--- src/rtl/synth_pkg.sv ---
// -----------------------------------------------------------------------------
// synth_pkg
// Shared definitions for the synth slot scheduler: FSM state encoding, default
// frame geometry (voices, oscillators and envelopes per voice) and a width
// helper used to size index ports.
// -----------------------------------------------------------------------------
package synth_pkg;

  localparam int VOICES_DEF = 8;
  localparam int V_OSC_DEF  = 4;
  localparam int V_ENVS_DEF = 2 * V_OSC_DEF;

  typedef enum logic [1:0] {
    IDLE    = 2'd0,
    OSC_RUN = 2'd1,
    ENV_RUN = 2'd2,
    DONE    = 2'd3
  } sched_state_e;

  // Index width for a count of n items; never narrower than one bit so a
  // degenerate single-slot configuration still has a legal port.
  function automatic int idx_w(input int n);
    return (n > 1) ? $clog2(n) : 1;
  endfunction

endpackage

--- src/rtl/synth_slot_sched_if.sv ---
// -----------------------------------------------------------------------------
// synth_slot_sched_if
// Slot-request bus between the scheduler (master) and the oscillator/envelope
// datapaths plus status consumer (slave).
//   osc_valid/osc_ready, osc_voice, osc_idx : oscillator slot handshake
//   env_valid/env_ready, env_voice, env_idx : envelope slot handshake
//   frame_busy, frame_done                  : frame status
//   overrun, overrun_clr                    : sticky overrun flag and its clear
//   overrun_cnt                             : overrun event count, present only
//                                             when SCHED_OVERRUN_CNT_EN is defined
// -----------------------------------------------------------------------------
interface synth_slot_sched_if
  import synth_pkg::*;
#(
  parameter int VOICES = VOICES_DEF,
  parameter int V_OSC  = V_OSC_DEF,
  parameter int V_ENVS = 2 * V_OSC
);
  localparam int VW = idx_w(VOICES);
  localparam int OW = idx_w(V_OSC);
  localparam int EW = idx_w(V_ENVS);

  logic          osc_valid;
  logic          osc_ready;
  logic [VW-1:0] osc_voice;
  logic [OW-1:0] osc_idx;
  logic          env_valid;
  logic          env_ready;
  logic [VW-1:0] env_voice;
  logic [EW-1:0] env_idx;
  logic          frame_busy;
  logic          frame_done;
  logic          overrun;
  logic          overrun_clr;
`ifdef SCHED_OVERRUN_CNT_EN
  logic [7:0]    overrun_cnt;
`endif

  modport master (
    input  osc_ready, env_ready, overrun_clr,
    output osc_valid, osc_voice, osc_idx,
    output env_valid, env_voice, env_idx,
`ifdef SCHED_OVERRUN_CNT_EN
    output overrun_cnt,
`endif
    output frame_busy, frame_done, overrun
  );

  modport slave (
    output osc_ready, env_ready, overrun_clr,
    input  osc_valid, osc_voice, osc_idx,
    input  env_valid, env_voice, env_idx,
`ifdef SCHED_OVERRUN_CNT_EN
    input  overrun_cnt,
`endif
    input  frame_busy, frame_done, overrun
  );

endinterface

--- src/rtl/sync_edge_det.sv ---
// -----------------------------------------------------------------------------
// sync_edge_det
// Two-flop synchronizer followed by a registered rising-edge detector.
// rise_o pulses for exactly one clk cycle, three cycles after async_i rises;
// falling edges produce nothing.
//   clk     : destination clock
//   rst_n   : asynchronous active-low reset
//   async_i : signal from a foreign clock domain
//   rise_o  : one-cycle rising-edge pulse
// -----------------------------------------------------------------------------
module sync_edge_det (
  input  logic clk,
  input  logic rst_n,
  input  logic async_i,
  output logic rise_o
);
  logic meta_q, sync_q, prev_q, rise_q;

  // NOTE: sequential state uses non-blocking assignments so every flop samples
  // the pre-edge value of its neighbour; blocking here would collapse the
  // synchronizer chain into a single stage.
  always_ff @(posedge clk or negedge rst_n) begin
    if (!rst_n) begin
      meta_q <= 1'b0;
      sync_q <= 1'b0;
      prev_q <= 1'b0;
      rise_q <= 1'b0;
    end else begin
      meta_q <= async_i;
      sync_q <= meta_q;
      prev_q <= sync_q;
      rise_q <= sync_q & ~prev_q;
    end
  end

  assign rise_o = rise_q;

endmodule

--- src/rtl/synth_slot_sched.sv ---
// -----------------------------------------------------------------------------
// synth_slot_sched
// Per-frame slot sequencer for a voice synthesizer. Each rising edge of the
// sample word clock starts a frame: every oscillator slot is requested
// (index-inner, voice-outer), then every envelope slot, then frame_done
// pulses. Slots advance on valid/ready handshakes. A frame start arriving
// while a frame is still in flight is dropped and flagged as overrun.
//   OSC_CLK     : oscillator-rate clock (rising edge)
//   reset_reg_N : asynchronous active-low reset
//   LRCK_1X     : sample-rate word clock, asynchronous to OSC_CLK
//   bus         : synth_slot_sched_if master (slot handshakes and status)
// Optional: define SCHED_OVERRUN_CNT_EN to add the saturating 8-bit
// overrun_cnt event counter.
// -----------------------------------------------------------------------------
module synth_slot_sched
  import synth_pkg::*;
#(
  parameter int VOICES = VOICES_DEF,
  parameter int V_OSC  = V_OSC_DEF,
  parameter int V_ENVS = 2 * V_OSC
) (
  input  logic               OSC_CLK,
  input  logic               reset_reg_N,
  input  logic               LRCK_1X,
  synth_slot_sched_if.master bus
);
  localparam int VW = idx_w(VOICES);
  localparam int OW = idx_w(V_OSC);
  localparam int EW = idx_w(V_ENVS);
  localparam int IW = (OW > EW) ? OW : EW;

  localparam logic [VW-1:0] LAST_VOICE = VW'(VOICES - 1);
  localparam logic [IW-1:0] LAST_OSC   = IW'(V_OSC - 1);
  localparam logic [IW-1:0] LAST_ENV   = IW'(V_ENVS - 1);

  sched_state_e  state_q, state_d;
  logic [VW-1:0] voice_q, voice_d;
  logic [IW-1:0] idx_q, idx_d;   // shared by both phases; only one runs at a time
  logic          overrun_q;
  logic          frame_start, drop;
  logic          osc_valid, env_valid, frame_done, xfer, last_idx;

  sync_edge_det u_sync (
    .clk     (OSC_CLK),
    .rst_n   (reset_reg_N),
    .async_i (LRCK_1X),
    .rise_o  (frame_start)
  );

  assign drop = frame_start && (state_q != IDLE);

  // NOTE: every signal written here gets a default first, so no path through
  // the case leaves one unassigned and no latch is inferred.
  always_comb begin
    state_d    = state_q;
    voice_d    = voice_q;
    idx_d      = idx_q;
    osc_valid  = 1'b0;
    env_valid  = 1'b0;
    frame_done = 1'b0;
    xfer       = 1'b0;
    last_idx   = 1'b0;
    unique case (state_q)
      IDLE: begin
        if (frame_start) begin
          state_d = OSC_RUN;
          voice_d = '0;
          idx_d   = '0;
        end
      end
      OSC_RUN: begin
        osc_valid = 1'b1;
        xfer      = bus.osc_ready;
        last_idx  = (idx_q == LAST_OSC);
      end
      ENV_RUN: begin
        env_valid = 1'b1;
        xfer      = bus.env_ready;
        last_idx  = (idx_q == LAST_ENV);
      end
      DONE: begin
        frame_done = 1'b1;
        state_d    = IDLE;
      end
      default: state_d = IDLE;
    endcase

    // Index wraps only at the end of a voice row; the voice counter wraps only
    // after the last row, which is also the phase boundary.
    if (xfer) begin
      if (!last_idx) begin
        idx_d = idx_q + IW'(1);
      end else begin
        idx_d = '0;
        if (voice_q != LAST_VOICE) begin
          voice_d = voice_q + VW'(1);
        end else begin
          voice_d = '0;
          state_d = (state_q == OSC_RUN) ? ENV_RUN : DONE;
        end
      end
    end
  end

  always_ff @(posedge OSC_CLK or negedge reset_reg_N) begin
    if (!reset_reg_N) begin
      state_q <= IDLE;
      voice_q <= '0;
      idx_q   <= '0;
    end else begin
      state_q <= state_d;
      voice_q <= voice_d;
      idx_q   <= idx_d;
    end
  end

  // A dropped start sets the flag even if a clear arrives in the same cycle.
  always_ff @(posedge OSC_CLK or negedge reset_reg_N) begin
    if (!reset_reg_N)         overrun_q <= 1'b0;
    else if (drop)            overrun_q <= 1'b1;
    else if (bus.overrun_clr) overrun_q <= 1'b0;
  end

`ifdef SCHED_OVERRUN_CNT_EN
  logic [7:0] overrun_cnt_q;

  always_ff @(posedge OSC_CLK or negedge reset_reg_N) begin
    if (!reset_reg_N) begin
      overrun_cnt_q <= '0;
    end else if (drop) begin
      if (overrun_cnt_q != 8'hFF) overrun_cnt_q <= overrun_cnt_q + 8'd1;
    end else if (bus.overrun_clr) begin
      overrun_cnt_q <= '0;
    end
  end

  assign bus.overrun_cnt = overrun_cnt_q;
`endif

  // Indices read as zero whenever their phase is not requesting a slot.
  assign bus.osc_valid  = osc_valid;
  assign bus.osc_voice  = osc_valid ? voice_q : '0;
  assign bus.osc_idx    = osc_valid ? idx_q[OW-1:0] : '0;
  assign bus.env_valid  = env_valid;
  assign bus.env_voice  = env_valid ? voice_q : '0;
  assign bus.env_idx    = env_valid ? idx_q[EW-1:0] : '0;
  assign bus.frame_busy = (state_q != IDLE);
  assign bus.frame_done = frame_done;
  assign bus.overrun    = overrun_q;

endmodule

--- src/flat_wrapper.sv ---
// flat-port wrapper written by rule: the top's interface ports become plain ports
module synth_slot_sched_flat import synth_pkg::*;
#(
  parameter int VOICES = VOICES_DEF,
  parameter int V_OSC  = V_OSC_DEF,
  parameter int V_ENVS = 2 * V_OSC
)
  (OSC_CLK, reset_reg_N, LRCK_1X, bus_osc_ready, bus_env_ready, bus_overrun_clr, bus_osc_valid, bus_osc_voice, bus_osc_idx, bus_env_valid, bus_env_voice, bus_env_idx, bus_frame_busy, bus_frame_done, bus_overrun);
  synth_slot_sched_if #(.VOICES(VOICES), .V_OSC(V_OSC), .V_ENVS(V_ENVS)) bus_i ();
  input  logic OSC_CLK;
  input  logic reset_reg_N;
  input  logic LRCK_1X;
  input wire logic [$bits(bus_i.osc_ready)-1:0] bus_osc_ready;
  input wire logic [$bits(bus_i.env_ready)-1:0] bus_env_ready;
  input wire logic [$bits(bus_i.overrun_clr)-1:0] bus_overrun_clr;
  output wire logic [$bits(bus_i.osc_valid)-1:0] bus_osc_valid;
  output wire logic [$bits(bus_i.osc_voice)-1:0] bus_osc_voice;
  output wire logic [$bits(bus_i.osc_idx)-1:0] bus_osc_idx;
  output wire logic [$bits(bus_i.env_valid)-1:0] bus_env_valid;
  output wire logic [$bits(bus_i.env_voice)-1:0] bus_env_voice;
  output wire logic [$bits(bus_i.env_idx)-1:0] bus_env_idx;
  output wire logic [$bits(bus_i.frame_busy)-1:0] bus_frame_busy;
  output wire logic [$bits(bus_i.frame_done)-1:0] bus_frame_done;
  output wire logic [$bits(bus_i.overrun)-1:0] bus_overrun;
  assign bus_i.osc_ready = bus_osc_ready;
  assign bus_i.env_ready = bus_env_ready;
  assign bus_i.overrun_clr = bus_overrun_clr;
  assign bus_osc_valid = bus_i.osc_valid;
  assign bus_osc_voice = bus_i.osc_voice;
  assign bus_osc_idx = bus_i.osc_idx;
  assign bus_env_valid = bus_i.env_valid;
  assign bus_env_voice = bus_i.env_voice;
  assign bus_env_idx = bus_i.env_idx;
  assign bus_frame_busy = bus_i.frame_busy;
  assign bus_frame_done = bus_i.frame_done;
  assign bus_overrun = bus_i.overrun;
  synth_slot_sched #(.VOICES(VOICES), .V_OSC(V_OSC), .V_ENVS(V_ENVS)) u_core (.OSC_CLK(OSC_CLK), .reset_reg_N(reset_reg_N), .LRCK_1X(LRCK_1X), .bus(bus_i));
endmodule
--- config.mk ---
export PLATFORM = sky130hd
export DESIGN_NAME = synth_slot_sched_flat
export DESIGN_NICKNAME = d
export VERILOG_FILES = /design/src/rtl/synth_pkg.sv /design/src/rtl/synth_slot_sched_if.sv /design/src/rtl/sync_edge_det.sv /design/src/rtl/synth_slot_sched.sv /design/src/flat_wrapper.sv
export SDC_FILE = /design/constraint.sdc
export NUM_CORES = 1
export LEC_CHECK = 0
export BUFFER_PORTS_ARGS = -buffer_cell sky130_fd_sc_hd__buf_2
export CORE_MARGIN = 8
export CORE_UTILIZATION = 44
export DETAILED_ROUTE_END_ITERATION = 8
export GPL_ROUTABILITY_DRIVEN = 1
export GPL_TIMING_DRIVEN = 0
export PLACE_DENSITY = 0.72
export SLEW_MARGIN = 10
export SYNTH_ARGS = -nofsm -noshare
export SYNTH_HDL_FRONTEND = slang
export SYNTH_SLANG_ARGS = --single-unit
--- constraint.sdc ---
create_clock -name OSC_CLK -period 1.5 [get_ports OSC_CLK]
set_clock_uncertainty 0.05 [all_clocks]
set_input_delay 0.075 -clock OSC_CLK [delete_from_list [all_inputs] [get_ports OSC_CLK]]
set_output_delay 0.075 -clock OSC_CLK [all_outputs]
set_load 0.1 [all_outputs]
* Word level (Yosys, flattened, before mapping)
Index checks and enable logic that the tools add are counted.
** Word-level totals
- Register bits :: 13
- Input port bits :: 6
- RAM bits :: 0
- Memories kept :: 0
- Bits in read-only memories :: 0
- Latch bits :: 0
** Operators by class
- Bitwise operators :: 2
- $add $sub $neg :: 2
- Reductions and logical operators :: 7
- Divide/modulo/power cells :: 0
- Equal/unequal tests :: 6
- $mul :: 0
- Order comparisons :: 0
- Multiplexer cells :: 26
- Shift operators :: 0
** Operators with widths (number)
- two-way mux 3 bit :: 12
- two-way mux 2 bit :: 5
- nonzero test 2 bit :: 4
- adder 3 x 1 -> 3 bit (second input constant) :: 2
- two-way mux 1 bit :: 6
- equality test 2 bit (second input constant) :: 2
- case mux 1 bit (2 select lines) :: 2
- case mux 2 bit (2 select lines) :: 1
- equality test 3 x 2 -> 1 bit (second input constant) :: 1
- equality test 3 bit (second input constant) :: 1
- != test 3 bit (second input constant) :: 1
- equality test 2 x 1 -> 1 bit (second input constant) :: 1
- logical NOT 2 bit :: 1
- AND reduction 2 bit :: 1
- bitwise AND 1 bit :: 1
- logical AND 1 bit :: 1
- NOT 1 bit :: 1

* Logic depth before layout (Yosys ltp)
Gate-level depths: netlist (run 1).
- Word-level depth :: 5
- Gate-level depth with buffers :: 5

* Modules after synthesis
Synthesis (run 1) repeated with hierarchy kept, for this count alone.
** Unflattened totals
- Cell total of the unflattened synthesis :: 72
- Area total of the unflattened synthesis :: 763.2 um^2
** By module, submodules not included
- synth_slot_sched :: times used 1, area each 649.4 um^2, cells each 67
- sync_edge_det :: times used 1, area each 113.9 um^2, cells each 5

* Least setup slack after synthesis (run 1)
OpenSTA, ideal clock, no wires.
- Kind :: register to output
- Start point :: register u_core.state_q[1]
- End point :: output bus_osc_voice[2]
- Data required time :: 1.375 ns
- Cell stages (with the launch flop) :: 4
- Path slack :: -0.874 ns
- Data arrival time :: 2.249 ns
- Cells stage by stage :: dfrtp_1 > inv_1 > ha_1 > and2_1
** Between the ends
- Word-level cells in the longest chain between the ends :: 3
** RTL lines
- start, declared :: line synth_slot_sched.sv:36 : sched_state_e state_q, state_d;
- start signal, assigned :: line synth_slot_sched.sv:111 : state_q <= state_d;
- equality test 2 x 1 -> 1 bit :: line synth_slot_sched.sv:63 : unique case (state_q)
- two-way mux 1 bit :: line synth_slot_sched.sv:63
- via bus_osc_valid :: line flat_wrapper.sv:16 : output wire logic [$bits(bus_i.osc_valid)-1:0] bus_osc_valid;
- two-way mux 3 bit :: line synth_slot_sched.sv:142 : assign bus.osc_voice = osc_valid ? voice_q : '0;
- end, declared :: line flat_wrapper.sv:17 : output wire logic [$bits(bus_i.osc_voice)-1:0] bus_osc_voice;
The timed path passes the listed nets, and every way through them passes these cells.

* Final worst setup path (run 1)
- Start point :: register u_core.state_q[1]
- End point :: register u_core.state_q[0]
** Between the ends
- Word-level cells in the longest chain between the ends :: 5
- Elaborated cells on any way between the ends :: 11
** RTL lines
- equality test 2 bit (tied with other cells) :: line synth_slot_sched.sv:63
- case mux 2 bit (2 select lines) or two-way mux 1 bit (tied branches) :: line synth_slot_sched.sv:63, synth_slot_sched.sv:99
- two-way mux 2 bit :: line synth_slot_sched.sv:95 : if (voice_q != LAST_VOICE) begin
- two-way mux 2 bit :: line synth_slot_sched.sv:91 : if (!last_idx) begin
- two-way mux 2 bit * :: line synth_slot_sched.sv:90 : if (xfer) begin
- via u_core.state_d[0] :: line synth_slot_sched.sv:36
The timed path passes the listed nets; every way through them passes the cells marked *.
A chain may end at the register's enable or synchronous reset.

==> flow_summary.ini, run 1 <==
[synthesis]
mappedNetlistNets = 87
yosysWarnings = 0
syn_inst = 72
syn_area_sq_um = 763.2
ys_ff_latch = 13
yosysUniqueCellTypes = 23
ys_seq_area_share_pct = 42.62
syn_avg_cell_area_sq_um = 10.60

[clock_network]
clk-insertion-delay-late_ps = 280
cts_root_buffer = clkbuf_4
htree_levels = 1
clockBufferDepth = 2
clk_pin_slew_ps = 80
cts.sinks = 13
tritoncts = built
cts_made_buffers = 3

[timing]
max_freq_ghz = 0.6214
setup_viol = 19
min_period_ps = 1609
slew_headroom_pct = 67.80
post-route-period-util_pct = 107.3
worst_slack_ps = -109.2
worstMarginPinSlew_ps = 486.3
drv_slew = 0
tns_ps = -1119
rsz0062_at_grt = true
hold_viol = 0

[power]
power.share.switching_pct = 48.12
pwr_density_cell_nw_per_um2 = 1270
p_sw_mw = 0.8403
power.total_mw = 1.746
power_leakage_nw = 0.6373
seq_power_share_pct = 27.4
combPwrFrac_pct = 60.3
p_clk_share_pct = 12.3
p_int_mw = 0.9059
peakVddDrop_mv = 1.187

[hold_path]
min_path_type = in2async

[final_layout]
drive_gt1_share_pct = 59.09
fillCellCount = 94
nets = 126
area_growth_pct = 80.16
final_util_pct = 82.32
antenna_cells = 0

[floorplanning]
die_area_sq_um = 3324
rows = 15
start_util_pct = 45.69
die_h_microns = 57.65
core_area_sq_um = 1670
die_x_microns = 57.65
ioPinCount = 22

[placed_design]
port_buffers = 21
dp_hpwl_microns = 1178
place.gp.congestion = 0.7576
pre_cts_ws_ps = -273.7

[grt]
overflow = 0
grtUsageTotal_pct = 13.53
grt_pass1_vias = 707
grt_antenna_before_repair = 0
grt_pass1_wl_microns = 3332
grt_max_degree = 14

[detailed_routing]
wirelength_microns = 2082
wl_per_cell_microns = 16.39
detail-route-antenna-nets = 0
num_vias = 661
drc = 0
first_pass_iters = 4
viasPerCell = 5.205
drt_iter0_drc = 6

[critical_path]
start_kind = flip-flop
slowest_delay_ps = 460
crit_chain = inv_4 -> ha_4 -> nand2_4 -> nor4_4 -> mux2i_1
required_ps = 1640
slowest_stage = dfrtp_2
critical_path_class = reg2reg
path_max_fanout = 4
end_kind = flip-flop
cp.arrival_ps = 1750

[outcome]
violations = setup timing
status = complete, but fails checks

[job]
drv_cap = 0
[per-layer routing]
metal | global-route usage, % | vias to the layer above | routed length, microns
met1 | 12.34 | 327 | 791
li1 | - | 316 | -
met5 | 0 | - | 0
met3 | 6.843 | 0 | 153
met2 | 24.12 | 18 | 1137
met4 | 6.993 | 0 | 0
[through the flow]
| stage | cell area (sq um) | std cells | hold slack, ps |
|---|---|---|---|
| floorplan | 825.8 | 72 | -270.6 |
| finish | 1375 | 127 | 156.4 |
| CTS | 1287 | 121 | 145.4 |
| global route | 1375 | 127 | 198.4 |
| global placement | 952.2 | 110 | -72.67 |
| detailed placement | 952.2 | 110 | -69.62 |
[cell usage after synthesis, drive strengths merged]
library cell / number / share of area, %
nand2b: 1 / 0.82
ha: 9 / 15
nor3: 1 / 1.3
nor3b: 1 / 0.98
and2b: 1 / 0.98
o21ai: 1 / 0.66
nor2b: 2 / 1.6
nor2: 1 / 0.49
nand2: 7 / 3.8
or2: 2 / 1.6
dfrtp: 13 / 43
xor2: 1 / 1.1
inv: 8 / 3.9
o31ai: 1 / 1.6
and2: 11 / 9.0
a22oi: 1 / 1.6
a31o: 1 / 1.1
mux2i: 5 / 6.6
nor4: 1 / 1.6
o211ai: 2 / 2.0
o22ai: 2 / 1.6
[sequential cells by signal, summed over array words and instances, names as in the netlist]
register,cells
u_core.bus.overrun,1
u_core.u_sync.sync_q,1
u_core.voice_q,3
u_core.u_sync.prev_q,1
u_core.idx_q,3
u_core.state_q,2
u_core.u_sync.rise_o,1
u_core.u_sync.meta_q,1
[critical path, delay by kind of cell (launching register included)]
kind | cells | cell delay, ps
adder cells (fa/ha/maj) | 1 | 320
AND/OR/NAND/NOR | 2 | 370
buffers and inverters | 1 | 70
multiplexers | 1 | 250
flip-flops | 1 | 460
[timing repair]
action / CTS / global route
hold endpoints to repair: 15 / 0
buffers inserted: 4 / 6
resized for setup: 67 / 10
hold buffers: 3 / 0
pin swaps: 6 / 4
setup endpoints to repair: 22 / 22
[final cells by class]
cell class                      instances  area, sq um  share of cell area, %
Timing Repair Buffer                   34        417.9                  30.39
Clock inverter                          1        5.005                 0.3640
Tap cell                               17        21.27                  1.547
Inverter                                8        35.03                  2.548
Multi-Input combinational cell         51        545.5                  39.67
Clock buffer                            3        22.52                  1.638
Sequential cell                        13        327.8                  23.84
[power by group through the flow]
stage,logic [mW],clock network (mW),registers (mW)
2_1_floorplan,0.578,0,0.511
3_3_place_gp,0.728,0,0.470
3_5_place_dp,0.732,0,0.473
4_1_cts,0.937,0.230,0.476
5_1_grt,1.11,0.244,0.489
6_report,1.05,0.215,0.478
[cells by family after synthesis]
kind of cell / count (synthesis) / synth area share (%)
simple gates: 28 / 22.30
compound gates: 8 / 8.687
flops: 13 / 42.62
mux: 5 / 6.558
xor+xnor: 1 / 1.148
fa+ha+maj: 9 / 14.75
buf+inv: 8 / 3.935
[cells in the final DEF, fill, tap and decap left out, drive strengths merged, types with 2 or more instances in the layout]
cell type    instances
dfrtp               13
o211ai               2
or2                  2
mux2i                5
inv                  8
o22ai                2
nor2b                2
clkbuf               3
and2                11
dlygate4sd3          3
ha                   9
buf                 31
nand2                7
[worst paths after layout]
check | from | endpoint | slack (ps) | cells after the start
setup / recovery | u_core.state_q[1] | u_core.state_q[0] | -110 | 5
hold / removal | reset_reg_N | u_core.idx_q[2] | 160 | 2
setup reg to reg | u_core.state_q[1] | u_core.state_q[0] | -110 | 5
hold reg to reg | u_core.u_sync.meta_q | u_core.u_sync.sync_q | 320 | 0
max in group asynchronous | reset_reg_N | u_core.state_q[0] | 1000 | 2
min in group OSC_CLK | bus_osc_ready | u_core.idx_q[2] | 290 | 4
(Power assumes the default switching activity.)
==> run 2, diff against run 1 <==
Settings changed: RECOVER_POWER set to 50, REMOVE_ABC_BUFFERS set to 1.
==> flow_summary.ini, run 2 (synthesis results as in run 1) <==
[placed_design]
place.gp.congestion = 0.7864
pre_cts_ws_ps = -215.7
dp_hpwl_microns = 1160
port_buffers = 21
dpl.cell_count = 110

[detailed_routing]
wl_per_cell_microns = 19.52
viasPerCell = 5.379
detail-route-antenna-nets = 0
first_pass_iters = 4
wirelength_microns = 2576
num_vias = 710
drc = 0
drt_iter0_drc = 16

[grt]
grt_max_degree = 14
grt_pass1_wl_microns = 3581
grtUsageTotal_pct = 14.52
grt_antenna_before_repair = 0
overflow = 0
grt_pass1_vias = 720

[clock_network]
clockBufferDepth = 2
tritoncts = built
clk-insertion-delay-late_ps = 280
clk_pin_slew_ps = 80
cts_made_buffers = 3
htree_levels = 1
cts_root_buffer = clkbuf_4
cts.sinks = 13

[critical_path]
crit_start = u_core.state_q[0]
endpoint = u_core.state_q[0]
required_ps = 1650
end_kind = flip-flop
slowest_stage = dfrtp_2
path_max_fanout = 5
crit_chain = clkinv_4 -> ha_4 -> nand2_1 -> nor4_4 -> mux2i_1
r2r_setup_slack_ps = -210
regToRegStartpoint = u_core.state_q[0]
critical_path_class = reg2reg
cp.arrival_ps = 1850
rr_worst_depth = 5
start_kind = flip-flop
timing.rr.end = u_core.state_q[0]
slowest_delay_ps = 440

[timing]
worst_slack_ps = -208.0
worstMarginPinSlew_ps = 745.5
setup_viol = 19
rsz0062_at_grt = true
slew_headroom_pct = 50.30
post-route-period-util_pct = 113.9
hold_viol = 0
drv_slew = 0
min_period_ps = 1708
max_freq_ghz = 0.5855

[floorplanning]
die_h_microns = 57.65
die_x_microns = 57.65
ioPinCount = 22
start_util_pct = 45.69
core_area_sq_um = 1670
die_area_sq_um = 3324
rows = 15

[hold_path]
min_path_type = in2reg
min_delay_path_depth = 4

[power]
p_clk_share_pct = 11.8
p_sw_mw = 0.8850
peakVddDrop_mv = 1.045
p_int_mw = 1.003
power.share.switching_pct = 46.88
pwr_density_cell_nw_per_um2 = 1333
combPwrFrac_pct = 62.9
seq_power_share_pct = 25.4
power_leakage_nw = 0.6463

[outcome]
violations = setup timing
status = complete, but fails checks

[final_layout]
antenna_cells = 0
final_cells = 132
area_growth_pct = 85.57
final_cell_mix = buf_12, buf_4, dfrtp_1
drive_gt1_share_pct = 55.65
final_common_cell = buf_12
nets = 131
largestRegisters = u_core.idx_q x3, u_core.voice_q x3, u_core.state_q x2

[job]
drv_cap = 0
## run 2: layout make-up
cell class / count / area, sq um
multi-input combinational: 51 / 529.3
timing repair buffer: 39 / 478.0
sequential: 13 / 326.6
fill: 88 / 254.0
inverter: 8 / 35.03
clock buffer: 4 / 26.28
tap: 17 / 21.27
## run 2: per-layer routing
metal  part of all wire [%]  track usage [%]
met5                      0                0
met4                   0.97            9.091
met3                    3.8            3.311
met2                     56            26.21
met1                     39            14.77
## run 2: repair_timing
| action | 4_1_cts | 5_1_grt |
|---|---|---|
| hold buffers | 3 | 0 |
| setup buffers | 9 | 6 |
| hold endpoints to repair | 15 | 0 |
| resized for setup | 71 | 14 |
| pin swaps | 4 | 4 |
| endpoints found under the setup margin | 22 | 21 |
## run 2: how the worst min path moves through the flow
stage	slack (ps)	endpoint	start
final	290	u_core.idx_q[2]	bus_osc_ready
after global routing	320	u_core.idx_q[2]	bus_osc_ready
after CTS	150	u_core.idx_q[2]	reset_reg_N
after detailed placement	-70	u_core.idx_q[2]	reset_reg_N
after global placement	-70	u_core.idx_q[2]	reset_reg_N
after floorplan	-270	u_core.bus.overrun	reset_reg_N
## run 2: power by group through the flow
stage / clock (mW) / combinational, mW / sequential, mW
3_5_place_dp: 0 / 0.693 / 0.462
2_1_floorplan: 0 / 0.532 / 0.500
5_1_grt: 0.240 / 1.23 / 0.485
4_1_cts: 0.236 / 0.980 / 0.470
3_3_place_gp: 0 / 0.687 / 0.459
6_report: 0.222 / 1.19 / 0.479
## run 2: critical path, delay by kind of cell, from the launching register on
family,cells,cell delay (ps)
flops,1,440
fa+ha+maj,1,320
simple gates,2,450
mux,1,260
buf+inv,1,100
## run 2: stage by stage
stage               power (mW)  hold WS [ps]  utilization [%]  instance area (sq um)  setup TNS, ps
floorplan                1.032        -270.6                -                  763.2         -10960
global placement         1.146        -69.41            53.26                  889.6          -1210
detailed placement       1.156        -69.03            53.26                  889.6          -1622
CTS                      1.686         154.3            77.68                   1297         -487.8
global route             1.957         317.4            84.79                   1416          -2700
finish                   1.888         293.4            84.79                   1416          -2071
==> run 3, diff against run 2 <==
Settings changed: SYNTH_HIERARCHICAL set to 1.
==> flow_summary.ini, run 3 <==
[timing]
post-route-period-util_pct = 101.0
min_period_ps = 1515
setup_viol = 3
drv_slew = 0
worst_slack_ps = -15.03
hold_viol = 0
slew_headroom_pct = 53.79
worstMarginPinSlew_ps = 693.1
rsz0062_at_grt = true
max_freq_ghz = 0.6601
tns_ps = -16.21

[synthesis]
synth-adder-area-share_pct = 14.75
ys_ff_latch = 13
syn_avg_cell_area_sq_um = 10.60
netlist_top_cells_area = dfrtp_1, ha_1, and2_1, mux2i_1, nand2_1
synth_compound_area_share_pct = 8.361
synth_common_cells = dfrtp_1, and2_1, ha_1
yosysTopAreaCell = dfrtp_1
yosysTopAreaCellShare_pct = 42.62
async_reset_ff_share_pct = 100.0
syn_inst = 72
ys_seq_area_share_pct = 42.62
synthSimpleGateAreaFrac_pct = 24.43
synth_edf_count = 0
syn_area_sq_um = 763.2
muxShareOfSynthArea_pct = 5.246
yosysWarnings = 6
synth.most_common_cell = dfrtp_1
synth_top_family_by_area = simple AND/OR/NAND/NOR gates
yosysUniqueCellTypes = 21
yosys.area_share.xor_xnor_pct = 2.131
ys.flop_type = dfrtp_1

[placed_design]
pre_cts_ws_ps = -138.1
dpl.cell_count = 110
port_buffers = 21
place.gp.congestion = 0.7332
dp_hpwl_microns = 1354

[floorplanning]
die_h_microns = 57.65
ioPinCount = 22
die_area_sq_um = 3324
start_util_pct = 45.69
rows = 15
die_x_microns = 57.65
core_area_sq_um = 1670

[critical_path]
critical_path_class = reg2reg
end_kind = flip-flop
start_kind = flip-flop
required_ps = 1620
path_max_fanout = 8
cp.arrival_ps = 1630

[job]
drv_cap = 0

[clock_network]
clockBufferDepth = 2
cts_root_buffer = clkbuf_4
cts.sinks = 13
htree_levels = 1
clk-insertion-delay-late_ps = 270
clk_pin_slew_ps = 80
tritoncts = built
cts_made_buffers = 3

[grt]
grt_max_degree = 14
overflow = 0
grt_antenna_before_repair = 0
grt_pass1_vias = 681
grtUsageTotal_pct = 12.06
grt_pass1_wl_microns = 3042

[detailed_routing]
wirelength_microns = 2004
first_pass_iters = 4
drc = 0
viasPerCell = 5.336
drt_iter0_drc = 8
wl_per_cell_microns = 16.43
num_vias = 651
detail-route-antenna-nets = 0

[outcome]
violations = setup timing
status = complete, but fails checks

[final_layout]
largestRegisters = u_core/idx_q x3, u_core/voice_q x3, u_core/state_q x2
fillCellCount = 109
multi_input_area_sq_um = 520.5
ff_latch_area_sq_um = 327.8
antenna_cells = 0
drive_gt1_share_pct = 54.29
final_util_pct = 76.03
final_cells = 122
final_common_cell = and2_4
area_growth_pct = 66.39
final_cell_mix = and2_4, buf_12, dfrtp_1
nets = 121

[power]
pwr_density_cell_nw_per_um2 = 1266
power_leakage_nw = 0.6144
power.total_mw = 1.608
peakVddDrop_mv = 1.225

[hold_path]
min_path_type = in2reg
## run 3: cell types whose count changed in the layout (fill, tap and decap cells not counted), sizes merged, moves of 2 or more
cell and change:
nand4 +4, o21ai +3, and3 +2, buf -11, inv -2, o211ai -2, or2 -2
## run 3: what timing repair did
item | 4_1_cts | 5_1_grt
setup buffers | 2 | 3
endpoints found under the hold margin | 15 | 0
pin swaps | 1 | 5
setup endpoints to repair | 22 | 22
resized for setup | 53 | 27
hold buffers | 3 | 0
## run 3: area by class of cell
type,count,share of cell area (%)
Clock buffer,4,2.069
Inverter,5,1.872
Multi-Input combinational cell,54,40.99
Sequential cell,13,25.81
Tap cell,17,1.675
Timing Repair Buffer,29,27.59
## run 3: worst paths after layout
path | from | endpoint | slack (ps) | depth (start not counted)
min reg2reg | u_core/u_sync/meta_q | u_core/u_sync/sync_q | 310 | 0
min | bus_osc_ready | u_core/idx_q[0] | 230 | 4
max in group asynchronous | reset_reg_N | u_core/state_q[1] | 610 | 2
max reg2reg | u_core/state_q[0] | u_core/idx_q[1] | -20 | 5
min in group asynchronous | reset_reg_N | u_core/idx_q[1] | 310 | 2
max | u_core/state_q[0] | u_core/idx_q[1] | -20 | 5
## run 3: worst max-delay path, stage by stage (launching register included)
cell and delay [ps]:
dfrtp_2 440, buf_6 130, ha_4 180, a22o_4 260, and3_4 170, a31o_1 180
## run 3: cells by family (layout without fill, tap and decap cells)
kind of cell	count (synthesis)	count (layout)
muxes	4	4
xor gates and xnor gates	1	1
and+or+nand+nor	30	30
buffers and inverters	5	38
adders and majority gates	9	9
AOI/OAI and AO/OA	10	10
DFF	13	13
## run 3: where the power goes
group / total (mW) / leakage, nW / switching (mW) / internal, mW
clock: 0.217 / 0.0150 / 0.114 / 0.103
combinational: 0.922 / 0.432 / 0.600 / 0.322
sequential: 0.469 / 0.167 / 0.0627 / 0.406
total: 1.61 / 0.614 / 0.777 / 0.831
## run 3: per-stage QoR
step                      hold slack (ps)  instance area, sq um
after floorplan                    -270.6                 763.2
after global placement             -75.77                 889.6
after detailed placement           -74.77                 889.6
after CTS                           172.6                  1155
after global routing                219.3                  1270
final                               228.2                  1270
## run 3: metal layers
metal,up-vias,routed length [microns],track usage (%)
met3,2,106,4.415
met5,-,0,0
li1,312,-,-
met4,0,10,6.294
met2,17,1094,22.67
met1,320,791,11.02
